`src/rtl/aes_block_host.sv`:
```
// Host-side driver for the byte-serial AES core: latches one request, feeds key/data bytes by the
// core's index, gathers the 16 result bytes in order, parks the core and hands back block + error.
module aes_block_host #(
    parameter int TIMEOUT_CYCLES = 4000,
    parameter int CNT_W          = 12
) (
    input  logic         clk,
    input  logic         rst,
    input  logic         req_valid,
    output logic         req_ready,
    input  logic         req_encrypt,
    input  logic [127:0] req_block,
    input  logic [127:0] req_key,
    output logic         res_valid,
    input  logic         res_ready,
    output logic [127:0] res_block,
    output logic         res_err,
    output logic         busy,
    output logic         core_start,
    output logic         core_in_encrypt,
    output logic         core_idle,
    output logic [7:0]   core_data_byte,
    output logic [7:0]   core_key_byte,
    input  logic [3:0]   core_out_byte_num,
    input  logic         core_output_valid,
    input  logic [7:0]   core_out_byte
);

    typedef enum logic [2:0] {
        S_IDLE, S_START, S_WAIT, S_STOP, S_DONE
    } state_t;

    state_t            r_state;
    state_t            w_state_nxt;
    logic [15:0][7:0]  r_block;
    logic [15:0][7:0]  r_key;
    logic [15:0][7:0]  r_res_block;
    logic              r_enc;
    logic              r_res_err;
    logic [3:0]        r_exp_idx;
    logic [CNT_W-1:0]  r_timer;
    logic              w_capture;
    logic              w_err_set;

    // Byte i sits at [127-8i -: 8], which is element 15-i of a [15:0][7:0] view, i.e. ~i.
    assign core_data_byte  = r_block[~core_out_byte_num];
    assign core_key_byte   = r_key[~core_out_byte_num];
    assign core_in_encrypt = r_enc;
    assign req_ready       = (r_state == S_IDLE);
    assign busy            = (r_state != S_IDLE);
    assign core_start      = (r_state == S_START);
    assign core_idle       = (r_state == S_STOP);
    assign res_valid       = (r_state == S_DONE);
    assign res_block       = r_res_block;
    assign res_err         = r_res_err;

    always_comb begin
        w_state_nxt = r_state;
        w_capture   = 1'b0;
        w_err_set   = 1'b0;
        case (r_state)
            S_IDLE:  if (req_valid) w_state_nxt = S_START;
            S_START: w_state_nxt = S_WAIT;
            S_WAIT: begin
                // Sequence faults take priority over the timeout in the same cycle.
                if (core_output_valid) begin
                    if (core_out_byte_num == r_exp_idx) begin
                        w_capture = 1'b1;
                        if (r_exp_idx == 4'd15) w_state_nxt = S_STOP;
                    end else begin
                        w_err_set   = 1'b1;
                        w_state_nxt = S_STOP;
                    end
                end else if (r_exp_idx != 4'd0) begin
                    w_err_set   = 1'b1;
                    w_state_nxt = S_STOP;
                end else if (r_timer == CNT_W'(TIMEOUT_CYCLES - 1)) begin
                    w_err_set   = 1'b1;
                    w_state_nxt = S_STOP;
                end
            end
            S_STOP:  w_state_nxt = S_DONE;
            S_DONE:  if (res_ready) w_state_nxt = S_IDLE;
            default: w_state_nxt = S_IDLE;
        endcase
    end

    always_ff @(posedge clk) begin
        if (rst) begin
            r_state     <= S_IDLE;
            r_block     <= '0;
            r_key       <= '0;
            r_res_block <= '0;
            r_enc       <= 1'b0;
            r_res_err   <= 1'b0;
            r_exp_idx   <= '0;
            r_timer     <= '0;
        end else begin
            r_state <= w_state_nxt;
            if (r_state == S_IDLE && req_valid) begin
                r_block     <= req_block;
                r_key       <= req_key;
                r_enc       <= req_encrypt;
                r_res_block <= '0;
                r_res_err   <= 1'b0;
                r_exp_idx   <= '0;
                r_timer     <= '0;
            end
            if (r_state == S_WAIT && r_timer != '1)
                r_timer <= r_timer + 1'b1;
            if (w_capture) begin
                r_res_block[~r_exp_idx] <= core_out_byte;
                if (r_exp_idx != 4'd15) r_exp_idx <= r_exp_idx + 4'd1;
            end
            if (w_err_set)
                r_res_err <= 1'b1;
        end
    end

endmodule

```
`config.mk`:
```
export PLATFORM = sky130hd
export DESIGN_NAME = aes_block_host
export DESIGN_NICKNAME = d
export VERILOG_FILES = /design/src/rtl/aes_block_host.sv
export SDC_FILE = /design/constraint.sdc
export NUM_CORES = 1
export LEC_CHECK = 0
export CORE_ASPECT_RATIO = 0.7
export CORE_MARGIN = 2
export CORE_UTILIZATION = 34
export DETAILED_ROUTE_END_ITERATION = 8
export GPL_ROUTABILITY_DRIVEN = 0
export GPL_TIMING_DRIVEN = 0
export SETUP_SLACK_MARGIN = 0.02
export SLEW_MARGIN = 40
export SYNTH_ARGS = -nofsm -noshare
export SYNTH_HDL_FRONTEND = slang
export SYNTH_SLANG_ARGS = --single-unit
```
`constraint.sdc`:
```
create_clock -name clk -period 3.8 [get_ports clk]
set_clock_uncertainty 0.2 [all_clocks]
set_input_delay 0.76 -clock clk [delete_from_list [all_inputs] [get_ports clk]]
set_output_delay 0.76 -clock clk [all_outputs]
set_load 0.01 [all_outputs]
```
==> flow_summary.yaml <==
cells_and_area:
  multiInputGateArea_um2: 7310
  regArea_um2: 8110
  final_util: 0.489
  area_delta_synth_final_pct: 41.6
  nets: 2589
  fillers: 4403
  drive_gt1_frac: 0.0956
synthesis:
  yosysWarningCount: 0
  synthCells: 1837
  avgSynthCellArea_um2: 8.78
  seq_area_frac_synth: 0.503
  synth.distinct_cells: 51
  synth_area_leader_cell: "dfxtp_1"
  synth-edff-count: 0
  synth_top_area_share: 0.503
  synth_area_um2: 16100
  ys_ff_latch: 405
  yosys.cell_count.top_type: "nand2_1"
  synth_common_cells: "535 x nand2_1, 405 x dfxtp_1, 275 x a21oi_1, 149 x nand3_1, 126 x o21ai_0"
  ys.flop_type: "dfxtp_1"
  ys_async_sr_fraction: 0
  synth.area.top_cells: "dfxtp_1 50%, nand2_1 12%, mux4_2 11%, a21oi_1 8.5%, nand3_1 4.6%"
  syn_nets: 2116
clocking:
  root_buffer: "clkbuf_16"
  cts_max_path_buffers: 3
  clk_pin_slew_ns: 0.06
  cts_buffers: 42
  cts_max_level: 2
  clock_latency_ns: 0.55
  cts_tree: "built"
  cts_sinks: 405
worst_hold_path:
  hp-class: "flip-flop to flip-flop"
route:
  wl_um: 61100
  postRouteAntennaNets: 0
  first_pass_iters: 7
  first_iter_violations: 1305
  avgViaCountPerCell: 5.18
  drc: 0
  vias: 15400
  wire_per_inst_um: 20.5
setup_path:
  crit_required_ns: 2.84
  end_kind: "primary output"
  startpoint_type: "primary input"
  path_max_fanout: 10
  crit_type: "primary input to primary output"
  arrival_ns: 2.78
timing:
  rsz0062_at_grt: "false"
  timing.hold.ws_ns: 0.251
  period_share: 0.983
  finalCriticalPeriod_ns: 3.74
  tightestPinTransition_ns: 0.800
  relSlewSlack: 0.466
  fmax_mhz: 268
  maxSlewViolCount: 0
  setup_slack_ns: 0.0630
  setup_viol: 0
  hold_violations: 0
place:
  dp_hpwl_um: 47100
  port_buffers: 422
  post-place-ws_ns: -1.41
run:
  drv_cap: 0
outcome:
  status: "finished clean"
global_route:
  antenna_found_initial: 20
  grt_pass1_wl_um: 89000
  gr-total-overflow: 0
  grt_max_degree: 14
  grt_pass1_vias: 14900
  grt_usage: 0.240
floorplan:
  rows: 66
  start_util: 0.346
  dieArea_um2: 49200
  die_w_um: 264
  die_y_um: 186
  core-area_um2: 46700
  ios: 425
power_and_ir_drop:
  power_density_nw_per_um2: 464
  power.leakage_nw: 8.25
  power_mw: 10.6
  vdd_ir_drop_max_mv: 0.231
-- repair_timing --
item	CTS	global route
hold buffers	0	0
hold endpoints to repair	0	0
buffers inserted	5	0
endpoints found under the setup margin	16	0
gates resized for setup	71	0
-- stage by stage --
stage                     instances  instance area (um2)  setup TNS, ns
final                          2975                22800              0
after global routing           2973                22800              0
after CTS                      2955                22800              0
after detailed placement       2871                21100         -20.99
after global placement         2871                21100         -22.35
after floorplan                1837                16100              0
-- layout make-up --
| class | count | area share |
|---|---|---|
| Sequential cell | 405 | 0.355 |
| Multi-Input combinational cell | 1269 | 0.320 |
| Timing Repair Buffer | 429 | 0.187 |
| Clock buffer | 68 | 0.0583 |
| Buffer | 158 | 0.0375 |
| Tap cell | 612 | 0.0336 |
| Clock inverter | 9 | 0.00526 |
| Antenna cell | 20 | 0.00219 |
| Inverter | 5 | 0.000822 |
-- cells in the final DEF (no fill, tap or decap), drive strengths merged, types with 3 or more instances in the layout --
master and instances:
clkdlybuf4s50 404, nor3b 4, inv 5, nand2 536, xnor2 3, clkbuf 177
a31oi 6, nor3 4, nor2 14, dfxtp 405, xor2 3, mux4 80
clkinv 6, diode 20, a21oi 275, o21ai 126, nand3 149, nand4 6
nand2b 10, buf 57, ha 5, and4 5, dlygate4sd2 15, and3 15
-- critical path, cell delays in order --
cell and delay [ns]:
clkbuf_1 0.55, clkbuf_1 0.67, mux4_2 0.46, dlygate4sd2_1 0.32
-- kinds of logic (layout without fill, tap and decap cells) --
logic type / count (synthesis) / count (layout) / share of synthesized area
XOR/XNOR: 6 / 6 / 0.00326
flip-flops: 405 / 405 / 0.503
adder cells (fa/ha/maj): 5 / 5 / 0.00388
multiplexers: 82 / 82 / 0.113
other: 0 / 20 / 0
AND/OR/NAND/NOR: 756 / 756 / 0.199
buffers and inverters: 163 / 669 / 0.0435
AO/OA/AOI/OAI: 420 / 420 / 0.135
-- sequential cells by signal, summed over array words and instances, names as in the netlist --
| signal | cells |
|---|---|
| r_block | 128 |
| r_key | 128 |
| res_block | 128 |
| r_timer | 12 |
| r_exp_idx | 4 |
| r_state | 3 |
| core_in_encrypt | 1 |
| res_err | 1 |
-- power by group --
| part | internal [mW] | switching (mW) |
|---|---|---|
| registers | 4.50 | 0.137 |
| logic | 0.728 | 0.926 |
| clock network | 2.54 | 1.75 |
| total | 7.76 | 2.82 |
-- worst paths after layout --
kind	from	end	slack (ns)	cells after the start
worst max register to register	r_state[0]$_SDFFE_PP0P_	res_block[51]$_SDFF_PP0_	0.86	9
worst min register to register	r_block[36]$_SDFFE_PP0P_	r_block[36]$_SDFFE_PP0P_	0.25	2
worst max-delay path	core_out_byte_num[3]	core_key_byte[1]	0.06	4
worst min-delay path	r_block[36]$_SDFFE_PP0P_	r_block[36]$_SDFFE_PP0P_	0.25	2
-- routing by layer --
layer / up-vias / track usage / part of all wire
li1: 7298 / - / -
met1: 7441 / 0.329 / 0.44
met2: 547 / 0.374 / 0.45
met3: 122 / 0.0365 / 0.062
met4: 2 / 0.115 / 0.041
met5: - / 0 / 0.00021
(Power assumes the default switching activity.)
